==> config.mk <==
export PLATFORM = sky130hd
export DESIGN_NAME = sprite_pixel_fetch_flat
export DESIGN_NICKNAME = d
export VERILOG_FILES = /design/src/rtl/sprite_pixel_fetch_if.sv /design/src/rtl/sprite_pixel_fetch.sv /design/src/flat_wrapper.sv
export SDC_FILE = /design/constraint.sdc
export NUM_CORES = 1
export LEC_CHECK = 0
export BUFFER_PORTS_ARGS = -buffer_cell sky130_fd_sc_hd__buf_2
export CAP_MARGIN = 0
export CORE_ASPECT_RATIO = 0.6
export CORE_UTILIZATION = 45
export CTS_CLUSTER_DIAMETER = 120
export DETAILED_ROUTE_END_ITERATION = 6
export GPL_TIMING_DRIVEN = 0
export PLACE_DENSITY = 0.7
export SLEW_MARGIN = 0
export SYNTH_ARGS = -nofsm -noshare
export SYNTH_HDL_FRONTEND = slang
export SYNTH_SLANG_ARGS = --single-unit
==> constraint.sdc <==
create_clock -name Clk -period 6.3 [get_ports Clk]
set_clock_uncertainty 0.1 [all_clocks]
set_input_delay 0.63 -clock Clk [delete_from_list [all_inputs] [get_ports Clk]]
set_output_delay 0.63 -clock Clk [all_outputs]
set_load 0.01 [all_outputs]
==> src/rtl/sprite_pixel_fetch_if.sv <==
// Scan, control and sprite-ROM signals between the VGA pipeline (master) and one sprite fetch unit (slave).
interface sprite_pixel_fetch_if #(
    parameter int ADDR_W = 12
);
    logic              frame_start;
    logic [9:0]        pos_x_in;
    logic [9:0]        pos_y_in;
    logic              flip_in;
    logic              visible_in;
    logic              anim_en;
    logic [9:0]        DrawX;
    logic [9:0]        DrawY;
    logic              pixel_valid;
    logic [ADDR_W-1:0] rom_addr;
    logic              rom_rd;
    logic [23:0]       rom_data;
    logic              sprite_on;
    logic [23:0]       pixel_out;

    // rom_rd qualifies rom_addr for one cycle; the ROM answers on rom_data one cycle later.
    // There is no backpressure anywhere: one pixel enters and one leaves every cycle.
    modport master (
        output frame_start, pos_x_in, pos_y_in, flip_in, visible_in, anim_en,
        output DrawX, DrawY, pixel_valid, rom_data,
        input  rom_addr, rom_rd, sprite_on, pixel_out
    );

    modport slave (
        input  frame_start, pos_x_in, pos_y_in, flip_in, visible_in, anim_en,
        input  DrawX, DrawY, pixel_valid, rom_data,
        output rom_addr, rom_rd, sprite_on, pixel_out
    );
endinterface

==> src/rtl/sprite_pixel_fetch.sv <==
// Per-sprite pixel source: hit test on the scan position, sync-ROM fetch with flip and animation,
// key-colour transparency. Output lags DrawX/DrawY by exactly 3 cycles.
module sprite_pixel_fetch #(
    parameter int          SPR_W       = 32,
    parameter int          SPR_H       = 32,
    parameter int          ANIM_FRAMES = 4,
    parameter int          ANIM_DIV    = 8,
    parameter int          ADDR_W      = 12,
    parameter logic [23:0] KEY_COLOR   = 24'hFF00FF
) (
    input  logic                 Clk,
    input  logic                 Reset_n,
    sprite_pixel_fetch_if.slave  bus,
    output logic                 state_dbg
);
    localparam int COL_W = $clog2(SPR_W);
    localparam int ROW_W = (SPR_H > 1) ? $clog2(SPR_H) : 1;
    localparam int IDX_W = (ANIM_FRAMES > 1) ? $clog2(ANIM_FRAMES) : 1;
    localparam int DIV_W = (ANIM_DIV > 1) ? $clog2(ANIM_DIV) : 1;

    typedef enum logic {WAIT_FRAME = 1'b0, ACTIVE = 1'b1} state_t;

    state_t             state, state_next;
    logic               latch_en;
    logic [9:0]         pos_x_l, pos_y_l;
    logic               flip_l, visible_l;
    logic [IDX_W-1:0]   anim_idx;
    logic [DIV_W-1:0]   div_cnt;
    logic [10:0]        x_end, y_end;
    logic [COL_W-1:0]   col_raw, col;
    logic [ROW_W-1:0]   row;
    logic [ADDR_W-1:0]  addr0;
    logic               hit0, hit1, hit2, opaque;

    assign state_dbg = (state == ACTIVE);

    always_ff @(posedge Clk) begin
        if (!Reset_n) state <= WAIT_FRAME;
        else          state <= state_next;
    end

    always_comb begin
        state_next = state;
        latch_en   = 1'b0;
        case (state)
            WAIT_FRAME: begin
                if (bus.frame_start) begin
                    latch_en   = 1'b1;
                    state_next = ACTIVE;
                end
            end
            ACTIVE: latch_en = bus.frame_start;
        endcase
    end

    // Position is only ever taken at frame_start so it cannot tear mid-frame.
    always_ff @(posedge Clk) begin
        if (!Reset_n) begin
            pos_x_l   <= '0;
            pos_y_l   <= '0;
            flip_l    <= 1'b0;
            visible_l <= 1'b0;
        end else if (latch_en) begin
            pos_x_l   <= bus.pos_x_in;
            pos_y_l   <= bus.pos_y_in;
            flip_l    <= bus.flip_in;
            visible_l <= bus.visible_in;
        end
    end

    always_ff @(posedge Clk) begin
        if (!Reset_n) begin
            div_cnt  <= '0;
            anim_idx <= '0;
        end else if (bus.frame_start && bus.anim_en) begin
            if (div_cnt == DIV_W'(ANIM_DIV - 1)) begin
                div_cnt  <= '0;
                anim_idx <= (anim_idx == IDX_W'(ANIM_FRAMES - 1)) ? '0 : anim_idx + IDX_W'(1);
            end else begin
                div_cnt <= div_cnt + DIV_W'(1);
            end
        end
    end

    // 11-bit right/bottom edges so a sprite near the screen edge clips instead of wrapping.
    assign x_end   = {1'b0, pos_x_l} + 11'(SPR_W);
    assign y_end   = {1'b0, pos_y_l} + 11'(SPR_H);
    assign hit0    = (state == ACTIVE) && visible_l && bus.pixel_valid
                   && (bus.DrawX >= pos_x_l) && ({1'b0, bus.DrawX} < x_end)
                   && (bus.DrawY >= pos_y_l) && ({1'b0, bus.DrawY} < y_end);
    assign col_raw = COL_W'(bus.DrawX - pos_x_l);
    assign col     = flip_l ? (COL_W'(SPR_W - 1) - col_raw) : col_raw;
    assign row     = ROW_W'(bus.DrawY - pos_y_l);
    assign addr0   = ADDR_W'(anim_idx) * ADDR_W'(SPR_W * SPR_H)
                   + ADDR_W'(row) * ADDR_W'(SPR_W) + ADDR_W'(col);

    assign opaque     = hit2 && (bus.rom_data != KEY_COLOR);
    assign bus.rom_rd = hit1;

    always_ff @(posedge Clk) begin
        if (!Reset_n) begin
            bus.rom_addr  <= '0;
            hit1          <= 1'b0;
            hit2          <= 1'b0;
            bus.sprite_on <= 1'b0;
            bus.pixel_out <= '0;
        end else begin
            if (hit0) bus.rom_addr <= addr0;
            hit1          <= hit0;
            hit2          <= hit1;
            bus.sprite_on <= opaque;
            bus.pixel_out <= opaque ? bus.rom_data : 24'h0;
        end
    end
endmodule

==> src/flat_wrapper.sv <==
// flat-port wrapper written by rule: the top's interface ports become plain ports
module sprite_pixel_fetch_flat 
#(
    parameter int          SPR_W       = 32,
    parameter int          SPR_H       = 32,
    parameter int          ANIM_FRAMES = 4,
    parameter int          ANIM_DIV    = 8,
    parameter int          ADDR_W      = 12,
    parameter logic [23:0] KEY_COLOR   = 24'hFF00FF
)
  (Clk, Reset_n, state_dbg, bus_frame_start, bus_pos_x_in, bus_pos_y_in, bus_flip_in, bus_visible_in, bus_anim_en, bus_DrawX, bus_DrawY, bus_pixel_valid, bus_rom_data, bus_rom_addr, bus_rom_rd, bus_sprite_on, bus_pixel_out);
  sprite_pixel_fetch_if #(.ADDR_W(ADDR_W)) bus_i ();
  input  logic Clk;
  input  logic Reset_n;
  output logic state_dbg;
  input wire logic [$bits(bus_i.frame_start)-1:0] bus_frame_start;
  input wire logic [$bits(bus_i.pos_x_in)-1:0] bus_pos_x_in;
  input wire logic [$bits(bus_i.pos_y_in)-1:0] bus_pos_y_in;
  input wire logic [$bits(bus_i.flip_in)-1:0] bus_flip_in;
  input wire logic [$bits(bus_i.visible_in)-1:0] bus_visible_in;
  input wire logic [$bits(bus_i.anim_en)-1:0] bus_anim_en;
  input wire logic [$bits(bus_i.DrawX)-1:0] bus_DrawX;
  input wire logic [$bits(bus_i.DrawY)-1:0] bus_DrawY;
  input wire logic [$bits(bus_i.pixel_valid)-1:0] bus_pixel_valid;
  input wire logic [$bits(bus_i.rom_data)-1:0] bus_rom_data;
  output wire logic [$bits(bus_i.rom_addr)-1:0] bus_rom_addr;
  output wire logic [$bits(bus_i.rom_rd)-1:0] bus_rom_rd;
  output wire logic [$bits(bus_i.sprite_on)-1:0] bus_sprite_on;
  output wire logic [$bits(bus_i.pixel_out)-1:0] bus_pixel_out;
  assign bus_i.frame_start = bus_frame_start;
  assign bus_i.pos_x_in = bus_pos_x_in;
  assign bus_i.pos_y_in = bus_pos_y_in;
  assign bus_i.flip_in = bus_flip_in;
  assign bus_i.visible_in = bus_visible_in;
  assign bus_i.anim_en = bus_anim_en;
  assign bus_i.DrawX = bus_DrawX;
  assign bus_i.DrawY = bus_DrawY;
  assign bus_i.pixel_valid = bus_pixel_valid;
  assign bus_i.rom_data = bus_rom_data;
  assign bus_rom_addr = bus_i.rom_addr;
  assign bus_rom_rd = bus_i.rom_rd;
  assign bus_sprite_on = bus_i.sprite_on;
  assign bus_pixel_out = bus_i.pixel_out;
  sprite_pixel_fetch #(.SPR_W(SPR_W), .SPR_H(SPR_H), .ANIM_FRAMES(ANIM_FRAMES), .ANIM_DIV(ANIM_DIV), .ADDR_W(ADDR_W), .KEY_COLOR(KEY_COLOR)) u_core (.Clk(Clk), .Reset_n(Reset_n), .bus(bus_i), .state_dbg(state_dbg));
endmodule
==> reports/summary.txt, run 1 <==
Gate power share -> 12.4%
Period utilization -> 40.59%
Post-CTS sizing -> 0
Post-DR wirelength/cell -> 13.98 um
First-pass GRT wire length -> 12,760 um
Port buffer count -> 107
Critical Path AT -> 2.71 ns
Delay-heaviest family, CP -> compound AO/OA/AOI/OAI gates
Non-Filler Instances -> 585
Status -> finished, final reports clean
Cell Area, Synth -> 0.003351 mm2
GRT Total Usage -> 21.61%
Critical Path Start -> u_core.pos_y_l[5]
Clock power frac -> 49.8%
Final hold vios -> 0
Class of the worst hold path -> reg2reg
Leakage -> 2.166 nW
R2R depth -> 8
Switch Pwr -> 0.0002717 W
Library cells used by synthesis -> 37
Internal power -> 0.0008992 W
Crit path largest cell delay -> 0.42 ns
Antenna violations before repair -> 0
CTS tree -> yes
Placed Instances -> 569
Max Freq -> 391.1 MHz
Max cap viols -> 0
Final Util -> 62.91%
Crit path kind -> reg2reg
Startpoint types -> flop
Worst path bufs/invs -> 1
DRT iter0 DRCs -> 89
Top Ports -> 110
H-tree lvl count -> 3
Slew headroom -> 59.32%
Critical Path Stages -> 8
Post-synthesis mux area share -> 10.46%
Via density -> 4.884
RSZ-0062 raised after global routing -> no
ANT nets after route -> 0
Cts bufs inserted -> 9
Power consumption -> 0.001171 W
Synth Area in XOR/XNOR -> 3.659%
Max IR drop VDD -> 0.0001253 V
Net Count, Synth -> 470
Post-CTS Setup Bufs -> 0
#FFs+latches synth -> 67
CP Cell Sequence -> inv_2 -> nor3_1 -> xnor2_1 -> ha_1 -> a21o_1 -> a221oi_2 -> o2111a_1 -> mux2i_1
Share of cells above drive strength 1 -> 27.42%
Area growth from synthesis to layout -> 30.21%
Drt drc -> 0
Switching share of power -> 23.20%
Core area -> 0.006935 mm2
Number of global-route vias before repair -> 2,679
Pwr Density -> 268.4 mW/mm2
CTS Sinks -> 67
Iteration count of the initial detailed-routing pass -> 4
Row count -> 23
Share of the synthesized area in the top cell type -> 40.03%
CP required -> 6.45 ns
Setup TNS -> 0 ns
Root Buffer -> clkbuf_16
Worst setup path end -> u_core.bus.rom_addr[6]
Worst slew pin tran -> 0.6102 ns
Yosys top cell by area -> dfxtp_1
CP Capture Type -> flop
Critical-path top delay cell -> o2111a_1
Hold Buf Count CTS -> 0
Synth Area in Simple Gates -> 19.64%
Die width -> 113.4 um
Gr ovfl total -> 0
Largest family of logic cells by synthesized area -> simple AND/OR/NAND/NOR gates
CTS max path bufs -> 2
Routed WL -> 8176 um
Nets -> 588
Die Span Y -> 68.84 um
Register area share after synthesis -> 40.03%
N_diodes -> 0
Final HPWL DP -> 6436 um
Clock Pin Slew Worst Setup and Hold Paths -> 0.06 ns
Largest net degree at the start of global routing -> 13
Count of pins over their slew limit -> 0
Synth warnings -> 0
Area share of fa/ha/maj cells after synthesis -> 14.26%
Seq pwr share -> 37.7%
Top cells by area, synth -> dfxtp_1, ha_1, mux2i_1, and2_1, nor2_1
RR Endpoint -> u_core.bus.rom_addr[6]
Post-synthesis compound-gate area fraction -> 7.207%
Via Count -> 2,857
DIE AREA -> 0.007806 mm2
Setup violations, final -> 0
FF-to-FF Start -> u_core.pos_y_l[5]
Worst-path fanout max -> 4
Starting density of the core -> 48.31%
Synthesized instance count -> 362
GP Congestion -> 0.8333
Fin crit period -> 2.557 ns
Syn Area/Cell -> 9.256 um2
Register-to-register setup slack -> 3.74 ns
Clock latency on the worst-skew pair -> 0.32 ns
==> synthesized netlist by cell type <==
master,n
dfxtp_1,67
ha_1,35
mux2i_1,35
nor2_1,33
nand2_1,29
and2_1,25
inv_1,23
a21oi_1,17
nand3_1,12
xnor2_1,11
clkbuf_1,9
nand4_1,7
inv_2,5
nand2b_1,5
buf_2,4
nor3_1,4
o211ai_1,4
o21ai_0,4
nand4b_1,3
nor2b_1,3
o21ai_1,3
xor2_1,3
a21o_1,2
a31oi_1,2
and3_1,2
fa_1,2
nand3b_1,2
o2111ai_1,2
a2111o_1,1
a2111oi_0,1
a221oi_2,1
and4b_1,1
nor4_1,1
nor4b_1,1
o2111a_1,1
or3_1,1
or4b_1,1
==> logic make-up (layout without fill, tap and decap cells) <==
logic type	count (synthesis)	in the layout
and+or+nand+nor	130	130
muxes	35	35
DFF	67	67
buffers and inverters	41	164
xor gates and xnor gates	14	14
adders and majority gates	37	37
AOI/OAI and AO/OA	38	38
==> worst min path at each step <==
stage                            start                      end  slack [ns]  cells after the start
2_1_floorplan        u_core.div_cnt[1]        u_core.div_cnt[1]        0.34                      2
3_3_place_gp   u_core.bus.rom_addr[11]  u_core.bus.rom_addr[11]        0.35                      2
3_5_place_dp   u_core.bus.rom_addr[11]  u_core.bus.rom_addr[11]        0.35                      2
4_1_cts        u_core.bus.rom_addr[11]  u_core.bus.rom_addr[11]        0.36                      2
5_1_grt        u_core.bus.rom_addr[11]  u_core.bus.rom_addr[11]        0.36                      2
6_report       u_core.bus.rom_addr[11]  u_core.bus.rom_addr[11]        0.36                      2
==> worst register-to-register path: stages (launching register included) <==
cell and delay [ns]:
dfxtp_1 0.40, inv_2 0.06, nor3_1 0.30, xnor2_1 0.18, ha_1 0.27, a21o_1 0.17
a221oi_2 0.34, o2111a_1 0.42, mux2i_1 0.23
==> sequential cells by signal, summed over array words and instances (netlist names), 2 cells and up <==
signal,cells
u_core.div_cnt,3
u_core.anim_idx,2
u_core.bus.pixel_out,24
u_core.pos_x_l,10
u_core.bus.rom_addr,12
u_core.pos_y_l,10
==> cell type report <==
class,instances,area (um2)
sequential,67,1341
fill,597,2572
clock buffer,10,239.0
clock inverter,6,112.6
timing repair buffer,107,535.5
multi-input combinational,254,1851
buffer,13,53.80
tap,100,125.1
inverter,28,105.1
==> placed cells by master, fill, tap and decap left out, types with 5 or more instances in the layout <==
| master | instances |
|---|---|
| a21oi_1 | 17 |
| and2_1 | 25 |
| buf_2 | 111 |
| clkbuf_1 | 9 |
| clkbuf_16 | 9 |
| dfxtp_1 | 67 |
| ha_1 | 35 |
| inv_1 | 23 |
| inv_2 | 5 |
| mux2i_1 | 35 |
| nand2_1 | 29 |
| nand2b_1 | 5 |
| nand3_1 | 12 |
| nand4_1 | 7 |
| nor2_1 | 33 |
| xnor2_1 | 11 |
==> power groups by stage <==
| stage | combinational [W] | clock (W) | sequential [W] |
|---|---|---|---|
| floorplan | 0.0000946 | 0 | 0.000449 |
| global placement | 0.000137 | 0 | 0.000451 |
| detailed placement | 0.000143 | 0 | 0.000451 |
| CTS | 0.000145 | 0.000590 | 0.000442 |
| global route | 0.000163 | 0.000608 | 0.000443 |
| finish | 0.000145 | 0.000583 | 0.000442 |
==> per-layer routing <==
layer  part of all wire (%)  global-route usage, %  vias up
li1                       -                      -     1475
met1                     51                  30.06     1304
met2                     43                  34.43       71
met3                    4.7                  4.196        7
met4                   0.72                  6.250        0
met5                      0                      0        -
==> per-stage QoR <==
step | worst slack (ns) | instance area [um2] | hold slack [ns]
after floorplan | 3.784 | 3351 | 0.3400
after global placement | 3.480 | 4011 | 0.3465
after detailed placement | 3.430 | 4011 | 0.3488
after CTS | 3.752 | 4363 | 0.3564
after global routing | 3.617 | 4363 | 0.3629
final | 3.743 | 4363 | 0.3551
(Power assumes the default switching activity.)
==> inputs of run 2 (changes only) <==
PLACE_DENSITY = 0.73   (was 0.7)
clock period = 2.2 ns   (was 6.3 ns; I/O delays follow)
==> run 2 against run 1 <==
- the run now ends with negative setup slack left
- maximum frequency rose by 7.3%
- flip-flop and latch count did not move
- sequential power rose to 2.9 times the previous value
- non-clock buffer count rose by 25
- clock-buffer cell count rose by 2
- cell count up 4.3%
- utilization rose by 5.6 points
- register-to-register slack got worse by 3.9 ns
- critical path depth unchanged
- combinational power rose to 3.5 times the previous value
- largest cell class unchanged
==> reports/summary.txt, run 2 (same netlist as run 1, synthesis figures left out) <==
Switch Pwr -> 0.0008028 W
Switching share of power -> 24.24%
Most common cell after layout, fill and taps aside -> buf_2
Routed WL -> 9202 um
Die Span Y -> 68.84 um
Iteration count of the initial detailed-routing pass -> 4
Cts bufs inserted -> 9
Gr ovfl total -> 0
Number of global-route vias before repair -> 2,949
Fin crit period -> 2.384 ns
GP Congestion -> 0.8321
Internal power -> 0.002509 W
Max IR drop VDD -> 0.0004795 V
N_diodes -> 0
Clock power frac -> 46.6%
Leakage -> 2.289 nW
Failing checks -> negative setup slack
Gate power share -> 15.2%
Top Ports -> 110
Status -> finished, violations left
Clock latency on the worst-skew pair -> 0.34 ns
Class of the worst hold path -> in2reg
Antenna violations before repair -> 0
Largest net degree at the start of global routing -> 12
Largest regs -> u_core.bus.pixel_out x24, u_core.bus.rom_addr x12
CP Cell Sequence -> inv_4 -> nor3_4 -> xnor2_2 -> ha_1 -> a21o_1 -> a221oi_4 -> o2111a_2 -> mux2i_1
DRT iter0 DRCs -> 139
First-pass GRT wire length -> 14,090 um
Post-DR wirelength/cell -> 15.09 um
Max cap viols -> 0
CTS Sinks -> 67
Via Count -> 3,012
Seq pwr share -> 38.2%
Final HPWL DP -> 6487 um
Nets -> 613
DIE AREA -> 0.007806 mm2
RSZ-0062 raised after global routing -> yes
Die width -> 113.4 um
Max reg flops -> 24
Count of pins over their slew limit -> 0
Worst-path fanout max -> 4
H-tree lvl count -> 3
Root Buffer -> clkbuf_16
Post-DP Area -> 0.004011 mm2
Largest register by flop count -> u_core.bus.pixel_out
ANT nets after route -> 0
Commonest non-fill, non-tap cells in the layout -> buf_2, dfxtp_1, mux2i_1
CP Capture Type -> flop
Critical-path top delay cell -> dfxtp_4
CP required -> 2.36 ns
Max Freq -> 419.5 MHz
Starting density of the core -> 48.31%
Port buffer count -> 107
Post-route design area -> 0.004755 mm2
Pwr Density -> 696.6 mW/mm2
Crit path kind -> reg2reg
Period utilization -> 108.3%
Drt drc -> 0
Via density -> 4.938
Share of cells above drive strength 1 -> 32.35%
Startpoint types -> flop
GRT Total Usage -> 24.36%
Final WS setup -> -0.1836 ns
Crit path largest cell delay -> 0.38 ns
Final hold vios -> 0
Row count -> 23
Critical Path AT -> 2.54 ns
Core area -> 0.006935 mm2
Fillers -> 538
Slew headroom -> 51.58%
Area growth from synthesis to layout -> 41.90%
Dpl ws -> -0.3193 ns
Setup violations, final -> 13
CTS max path bufs -> 2
Worst slew pin tran -> 0.7079 ns
CTS tree -> yes
Clock Pin Slew Worst Setup and Hold Paths -> 0.05 ns
-- run 2: cell count changes in the layout (fill, tap and decap cells not counted), moves of 3 or more --
| cell | change |
|---|---|
| dlygate4sd3_1 | +16 |
| buf_4 | +8 |
| dfxtp_1 | -7 |
| dfxtp_4 | +7 |
| ha_1 | -5 |
| ha_4 | +5 |
| a21oi_1 | -3 |
-- run 2: power groups by stage --
stage	sequential [W]	combinational [W]	clock (W)
2_1_floorplan	0.00129	0.000271	0
3_3_place_gp	0.00129	0.000392	0
3_5_place_dp	0.00129	0.000407	0
4_1_cts	0.00127	0.000477	0.00156
5_1_grt	0.00127	0.000561	0.00161
6_report	0.00127	0.000503	0.00154
-- run 2: layout make-up --
type	instances	area (um2)	area share, %
Multi-Input combinational cell	254	2004	42.16
Sequential cell	67	1368	28.76
Timing Repair Buffer	132	767.0	16.13
Clock buffer	12	246.5	5.184
Tap cell	100	125.1	2.632
Inverter	28	110.1	2.316
Clock inverter	4	73.82	1.553
Buffer	13	60.06	1.263
-- run 2: worst paths after layout --
kind,start,endpoint,slack [ns],cells after the start
worst max-delay path,u_core.pos_y_l[5],u_core.bus.rom_addr[10],-0.18,8
worst min-delay path,bus_rom_data[21],u_core.bus.pixel_out[21],0.01,2
worst max register to register,u_core.pos_y_l[5],u_core.bus.rom_addr[10],-0.18,8
worst min register to register,u_core.bus.rom_rd,u_core.hit2,0.36,1
-- run 2: critical path: cells and delay by family (launching register included) --
family                   cells  cell delay (ns)
multiplexers                 1             0.21
XOR/XNOR                     1             0.14
flip-flops                   1             0.38
AO/OA/AOI/OAI                3             0.95
adder cells (fa/ha/maj)      1             0.26
buffers and inverters        1             0.05
AND/OR/NAND/NOR              1             0.21
-- run 2: timing repair --
item / CTS / global route
hold endpoints to repair: 16 / 0
resized for setup: 37 / 7
pin swaps: 9 / 10
hold buffers: 16 / 0
endpoints found under the setup margin: 13 / 13
cloned: 1 / 0
buffers inserted: 4 / 4
-- run 2: metal layers --
metal	vias up	global-route usage (%)	part of all wire, %
met2	76	38.96	45
li1	1521	-	-
met3	21	6.031	4.7
met4	0	9.868	1.8
met1	1394	32.08	48
met5	-	0	0
-- run 2: stage by stage --
| stage | power [W] | setup TNS (ns) | hold slack (ns) | cells | utilization, % |
|---|---|---|---|---|---|
| 6_report | 0.003312 | -1.788 | 0.01109 | 610 | 68.55 |
| 5_1_grt | 0.003441 | -2.989 | 0.009043 | 610 | 68.55 |
| 3_3_place_gp | 0.001682 | -3.203 | 0.3327 | 569 | 57.84 |
| 2_1_floorplan | 0.001557 | 0 | 0.2417 | 362 | - |
| 4_1_cts | 0.003307 | -0.7271 | 0.0007929 | 606 | 67.65 |
| 3_5_place_dp | 0.001700 | -3.776 | 0.3371 | 569 | 57.84 |
